### config.mk
export PLATFORM = sky130hd
export DESIGN_NAME = qkd_tx_qubit_sequencer
export DESIGN_NICKNAME = d
export VERILOG_FILES = /design/src/rtl/qkd_tx_qubit_sequencer.sv
export SDC_FILE = /design/constraint.sdc
export NUM_CORES = 1
export LEC_CHECK = 0
export ABC_AREA = 1
export ABC_CLOCK_PERIOD_IN_PS = 2050
export BUFFER_PORTS_ARGS = -buffer_cell sky130_fd_sc_hd__buf_2
export CAP_MARGIN = 20
export CORE_ASPECT_RATIO = 1.4
export CORE_MARGIN = 2
export CORE_UTILIZATION = 45
export CTS_BUF_LIST = sky130_fd_sc_hd__clkbuf_8
export CTS_CLUSTER_SIZE = 10
export DETAILED_ROUTE_END_ITERATION = 8
export HOLD_SLACK_MARGIN = 0.1
export PLACE_DENSITY = 0.65
export SLEW_MARGIN = 0
export SYNTH_ARGS = -nofsm -noshare
export SYNTH_HDL_FRONTEND = slang
export SYNTH_SLANG_ARGS = --single-unit
### constraint.sdc
create_clock -name clk -period 2.05 [get_ports clk]
set_clock_uncertainty 0.2 [all_clocks]
set_input_delay 0.1025 -clock clk [delete_from_list [all_inputs] [get_ports clk]]
set_output_delay 0.1025 -clock clk [all_outputs]
set_load 0.1 [all_outputs]
### src/rtl/qkd_tx_qubit_sequencer.sv
// BB84 Alice transmit sequencer: streams LFSR (bit, basis) pairs, then registers the basis-match mask.
// Optional build macro QKD_SIFT_COUNT_EN adds the registered match_count popcount output.
`default_nettype none

module qkd_tx_qubit_sequencer #(
    parameter int          N_SLOTS = 80,
    parameter logic [15:0] SEED    = 16'hACE1
) (
    input  logic               clk,
    input  logic               rst_n,
    input  logic               start,
    output logic               qb_valid,
    input  logic               qb_ready,
    output logic               qb_bit,
    output logic               qb_basis,
    input  logic [N_SLOTS-1:0] bob_basis,
    input  logic               bob_basis_valid,
    output logic [N_SLOTS-1:0] alice_bits,
    output logic [N_SLOTS-1:0] basis_match,
    output logic               busy,
    output logic               done
`ifdef QKD_SIFT_COUNT_EN
    ,
    output logic [$clog2(N_SLOTS+1)-1:0] match_count
`endif
);

    localparam int              IW       = $clog2(N_SLOTS);
    localparam logic [15:0]     SEED_EFF = (SEED == 16'h0000) ? 16'h0001 : SEED;
    localparam logic [IW-1:0]   LAST_IDX = IW'(N_SLOTS - 1);

    typedef enum logic [1:0] {
        IDLE       = 2'd0,
        SEND       = 2'd1,
        WAIT_BASIS = 2'd2,
        DONE       = 2'd3
    } state_t;

    state_t             state;
    logic [15:0]        lfsr;
    logic [15:0]        lfsr_next;
    logic [IW-1:0]      idx;
    logic [N_SLOTS-1:0] alice_basis;
    logic [N_SLOTS-1:0] match_next;
    logic               accept;

    // x^16+x^14+x^13+x^11+1, shifting left with feedback into bit 0
    assign lfsr_next  = {lfsr[14:0], lfsr[15] ^ lfsr[13] ^ lfsr[12] ^ lfsr[10]};
    assign accept     = qb_valid & qb_ready;
    assign match_next = ~(alice_basis ^ bob_basis);

`ifdef QKD_SIFT_COUNT_EN
    localparam int CW = $clog2(N_SLOTS + 1);

    function automatic logic [CW-1:0] popcount(input logic [N_SLOTS-1:0] v);
        logic [CW-1:0] c;
        c = '0;
        for (int i = 0; i < N_SLOTS; i++) begin
            c = c + CW'(v[i]);
        end
        return c;
    endfunction
`endif

    always_ff @(posedge clk or negedge rst_n) begin
        if (!rst_n) begin
            state       <= IDLE;
            lfsr        <= SEED_EFF;
            idx         <= '0;
            qb_valid    <= 1'b0;
            qb_bit      <= 1'b0;
            qb_basis    <= 1'b0;
            busy        <= 1'b0;
            done        <= 1'b0;
            alice_bits  <= '0;
            alice_basis <= '0;
            basis_match <= '0;
`ifdef QKD_SIFT_COUNT_EN
            match_count <= '0;
`endif
        end else begin
            done <= 1'b0;
            case (state)
                IDLE, DONE: begin
                    if (start) begin
                        state    <= SEND;
                        idx      <= '0;
                        qb_valid <= 1'b1;
                        busy     <= 1'b1;
                        qb_bit   <= lfsr[0];
                        qb_basis <= lfsr[15];
                    end
                end
                SEND: begin
                    if (accept) begin
                        alice_bits[idx]  <= qb_bit;
                        alice_basis[idx] <= qb_basis;
                        lfsr             <= lfsr_next;
                        if (idx == LAST_IDX) begin
                            state    <= WAIT_BASIS;
                            qb_valid <= 1'b0;
                            qb_bit   <= 1'b0;
                            qb_basis <= 1'b0;
                        end else begin
                            idx      <= idx + IW'(1);
                            qb_bit   <= lfsr_next[0];
                            qb_basis <= lfsr_next[15];
                        end
                    end
                end
                WAIT_BASIS: begin
                    if (bob_basis_valid) begin
                        state       <= DONE;
                        basis_match <= match_next;
                        done        <= 1'b1;
                        busy        <= 1'b0;
`ifdef QKD_SIFT_COUNT_EN
                        match_count <= popcount(match_next);
`endif
                    end
                end
                default: state <= IDLE;
            endcase
        end
    end

endmodule

`default_nettype wire

=== Word-level counts from Yosys, hierarchy flattened ===
Index checks and enable logic that the tools add are counted.

* Output and inout port bits: 165
* Input bits: 85
* Register bits: 270
* Word-level logic and storage cells: 70

* Order comparisons: 2
* Bitwise logic cells: 6
* $add $sub $neg: 1
* Equality and inequality tests: 9
* Reduce and logical (&&, ||, !) cells: 12
* Multiplexer cells: 29

{| class="wikitable"
|+ Operators with widths
! cell !! count
|-
| $bwmux 80 || 2
|-
| $not 80->80 || 1
|-
| $xor 80x80->80 || 1
|-
| $mux 7 || 3
|-
| $pmux 7 s2 || 1
|-
| $mux 1 || 13
|-
| $reduce_and 4->1 || 3
|-
| $ne 2x2->1 const B || 5
|-
| $lt 7x8->1 const B || 1
|-
| $mux 2 || 4
|-
| $pmux 1 s2 || 4
|-
| $add 7x1->7 const B || 1
|-
| $demux 1 s7 || 1
|-
| $eq 7x7->1 const B || 1
|-
| $ge 7x1->1 const B || 1
|-
| $pmux 2 s3 || 1
|-
| $reduce_and 3->1 || 2
|-
| $eq 2x2->1 const B || 2
|-
| $reduce_and 2->1 || 2
|-
| $reduce_bool 2->1 || 2
|-
| $xor 1x1->1 || 3
|-
| $eq 2x1->1 const B || 1
|-
| $logic_not 2->1 || 1
|-
| $reduce_or 2->1 || 1
|-
| 2 further kinds || 2
|}

=== Depth between registers and ports, before layout ===
* Depth in word-level cells: 6
* Mapped depth: 11
* Depth with buffers taken out: 10

=== Worst setup path before layout ===
No wires, ideal clock.

* Path type: register to register
* From: register qb_valid
* To: register alice_bits[34]
* Slack: -0.178 ns
* Data required time: 1.723 ns
* Data arrival time: 1.900 ns
* Stages on the path, launching flop included: 9
* Period minus slack after synthesis: 2.228 ns
* Setup time: 0.127 ns
* Buffers on the path: 2
* Cells stage by stage: dfrtp_1 nand3_4 inv_2 buf_6 and2_4 buf_12 nand2_4 nand2_1 o21ai_2

* Word-level cells in the longest chain between the ends: 2

{| class="wikitable"
|+ RTL lines
! element !! line !! text
|-
| from (decl) || 12 || <nowiki>output logic qb_valid,</nowiki>
|-
| from (signal assigned) || 70 || <nowiki>qb_valid <= 1'b0;</nowiki>
|-
| from (signal assigned) || 88 || <nowiki>qb_valid <= 1'b1;</nowiki>
|-
| from (signal assigned) || 101 || <nowiki>qb_valid <= 1'b0;</nowiki>
|-
| $and 1x1->1 || 49 || <nowiki>assign accept = qb_valid & qb_ready;</nowiki>
|-
| $reduce_and 2->1 (no source line) || - ||
|-
| to (signal, indexed assignment) || 96 || <nowiki>alice_bits[idx] <= qb_bit;</nowiki>
|-
| to (decl) || 18 || <nowiki>output logic [N_SLOTS-1:0] alice_bits,</nowiki>
|}

No other way between the ends.
A chain may end at the register's enable or synchronous reset.

=== Worst setup path in the final report ===
* From: register state[1]
* To: register alice_bits[51]

* Word-level cells in the longest chain between the ends: 2

{| class="wikitable"
|+ RTL lines
! element !! line !! text
|-
| from (decl) || 39 || <nowiki>state_t state;</nowiki>
|-
| from (signal assigned) || 67 || <nowiki>state <= IDLE;</nowiki>
|-
| from (signal assigned) || 86 || <nowiki>state <= SEND;</nowiki>
|-
| from (signal assigned) || 100 || <nowiki>state <= WAIT_BASIS;</nowiki>
|-
| $eq 2x1->1 || 83 || <nowiki>case (state)</nowiki>
|-
| $reduce_and 2->1 (no source line) || - ||
|}

No other way between the ends.

==> flow_metrics.env <==
export IMPL_outcome="finished clean"
export IMPL_netlist_instances=1143
export IMPL_layout_common_cells="394 x nand2_1, 261 x dfrtp_1, 248 x buf_2, 190 x o21ai_0, 85 x dlygate4sd3_1"
export IMPL_vias_per_cell=4.855
export IMPL_drive_gt1_frac=0.2629
export IMPL_dr_pass1_iters=5
export IMPL_setup_slack_ns=0.1115
export IMPL_grt_pass1_vias=8864
export IMPL_synth_async_sr_flop_share=1.000
export IMPL_crit_fanout=9
export IMPL_rrSetupSlack_ns=0.11
export IMPL_synth_top_family_by_area="simple AND/OR/NAND/NOR gates"
export IMPL_slew_limit_headroom=0.6439
export IMPL_synth_cell_types=33
export IMPL_clockBufferDepth=3
export IMPL_peakVddDrop_v=0.001036
export IMPL_synth_edf_count=0
export IMPL_ant_nets=0
export IMPL_cts_htree_levels=2
export IMPL_timing_max_cap_violations=0
export IMPL_drv_slew=0
export IMPL_cts_sinks=270
export IMPL_dieArea_sq_um=25980
export IMPL_rsz0062_at_grt="yes"
export IMPL_startpoint_type="register"
export IMPL_place_inst=1692
export IMPL_p_leak_nw=7.578
export IMPL_path_class="reg2reg"
export IMPL_synth_compound_area_frac=0.1166
export IMPL_diodes=0
export IMPL_start_util=0.4533
export IMPL_die_x_um=136.8
export IMPL_required_ns=2.25
export IMPL_hpwl_um=20020
export IMPL_min_path_type="in2reg"
export IMPL_synthAdderAreaFrac=0.004506
export IMPL_syn_avg_cell_area_sq_um=9.718
export IMPL_fin_tns_setup_ns=0
export IMPL_port_buffers=249
export IMPL_final_common_cell="nand2_1"
export IMPL_synth_xor_area_frac=0.06544
export IMPL_muxShareOfSynthArea=0
export IMPL_grt_use_total=0.2360
export IMPL_synth_simple_area_share=0.1722
export IMPL_hold_violations=0
export IMPL_syn_to_final_growth_pct=32.99
export IMPL_post_route_period_util=0.9456
export IMPL_synth_nets=1232
export IMPL_fill_cells=2072
export IMPL_core_area_sq_um=24500
export IMPL_grt_overflow_total=0
export IMPL_powerDensity_nw_per_um2=1405
export IMPL_finalWirelength_um=30280
export IMPL_rows=68
export IMPL_endpoint_kind="register"
export IMPL_cts_tree="built"
export IMPL_dr_total_vias=9044
export IMPL_numCtsBuffers=44
export IMPL_drt_iter0_drc=465
export IMPL_worstPathArrival_ns=2.14
export IMPL_setup_violations=0
export IMPL_whs_ns=0.1987
export IMPL_fin_cells=1863
export IMPL_nNetsFinal=1606
export IMPL_max_freq_mhz=515.9
export IMPL_ys_flop_type="dfrtp_1"
export IMPL_dp_worst_setup_slack_ns=-0.006317
export IMPL_routabilityCongestion=0.8215
export IMPL_worstSkewPairLatency_ns=0.54
export IMPL_tightest_slew_ns=0.5379
export IMPL_path_clk_slew_ns=0.06
export IMPL_wl_per_cell_um=16.25
export IMPL_grt_max_degree=81
export IMPL_yosysWarnings=0
export IMPL_grt_pass1_wl_um=47600
export IMPL_antenna_found_initial=0
export IMPL_drc=0
export IMPL_cts_root_buf="clkbuf_8"
export IMPL_io_pin_count=250
export IMPL_synth_seq_cells=270
export IMPL_min_period_ns=1.938
export IMPL_yosysSeqAreaShare=0.6091
export IMPL_die_y_um=189.9
export IMPL_syn_area_sq_um=11110
## worst max-delay path: stages, from the launching register on
cell and delay (ns):
dfrtp_1 0.39, inv_1 0.09, ha_2 0.20, nand3_4 0.17, buf_4 0.21, nor2_4 0.12
buf_12 0.15, nand2_1 0.09, nand2_1 0.09, o21ai_0 0.08
## Yosys cell counts (4+ instances only)
cell,instances,area (sq um)
nand2_1,396,1486
dfrtp_1,262,6556
o21ai_0,190,950.9
xor2_1,81,709.4
o21ai_1,61,305.3
clkbuf_1,32,120.1
inv_1,25,93.84
nand3_1,13,65.06
nor2_1,9,33.78
dfstp_2,8,210.2
nand2_4,8,90.09
nor2_2,7,43.79
buf_2,5,25.02
buf_4,5,37.54
buf_6,4,45.04
ha_1,4,50.05
inv_2,4,15.01
nor3_4,4,65.06
## logic make-up (layout without fill, tap and decap cells)
logic type      Yosys count  after routing
compound gates          257            257
simple gates            453            453
buf+inv                  76            481
xor+xnor                 83             83
fa+ha+maj                 4              4
flops                   270            270
## layout make-up
cell class / instances / area [sq um] / area share
flip-flops and latches: 270 / 6768 / 0.4581
inverters: 29 / 108.9 / 0.007368
clock buffers: 58 / 798.3 / 0.05404
multi-input cells: 797 / 4011 / 0.2715
well taps: 315 / 394.1 / 0.02668
repair buffers: 375 / 2603 / 0.1762
clock inverters: 19 / 90.09 / 0.006098
## registers in the layout (all words and copies together) (netlist names)
| name | flops |
|---|---|
| alice_basis | 80 |
| alice_bits | 80 |
| basis_match | 80 |
| lfsr | 16 |
| idx | 7 |
| state | 2 |
| busy | 1 |
| done | 1 |
| qb_basis | 1 |
| qb_bit | 1 |
| qb_valid | 1 |
## power breakdown
part           switching [mW]  total (mW)  leakage, nW  internal [mW]
clock network            2.11        4.64        0.505           2.53
registers               0.514        6.81         3.61           6.30
logic                    7.74        9.31         3.46           1.57
total                    10.4        20.8         7.58           10.4
## what timing repair did
action / in CTS / in global routing
hold buffers: 86 / 0
resized for setup: 0 / 8
pin swaps: 1 / 4
buffers inserted: 0 / 8
hold endpoints to repair: 442 / 0
setup endpoints to repair: 1 / 131
## final timing paths
path,startpoint,to,depth (start not counted)
max in group asynchronous,rst_n,basis_match[28]$_DFFE_PN0P_,4
worst min register to register,lfsr[5]$_DFFE_PN1P_,lfsr[6]$_DFFE_PN1P_,2
worst max-delay path,state[1]$_DFFE_PN0P_,alice_bits[51]$_DFFE_PN0P_,9
worst max register to register,state[1]$_DFFE_PN0P_,alice_bits[51]$_DFFE_PN0P_,9
min in group asynchronous,rst_n,idx[5]$_DFFE_PN0P_,4
worst min-delay path,bob_basis[53],basis_match[53]$_DFFE_PN0P_,4
## layer usage
layer / global-route usage / vias up / part of all wire
li1: - / 4464 / -
met3: 0.04450 / 75 / 0.050
met2: 0.4040 / 240 / 0.51
met4: 0.09635 / 0 / 0.036
met5: 0 / - / 0
met1: 0.2922 / 4265 / 0.41
## stage by stage
stage          instance area (sq um)  utilization  power (mW)
2_1_floorplan                  11110            -       14.18
3_3_place_gp                   12900       0.5263       15.93
3_5_place_dp                   12900       0.5263       16.05
4_1_cts                        14660       0.5981       20.88
5_1_grt                        14770       0.6029       21.76
6_report                       14770       0.6029       20.76
Power figures use the tool's default switching activity.
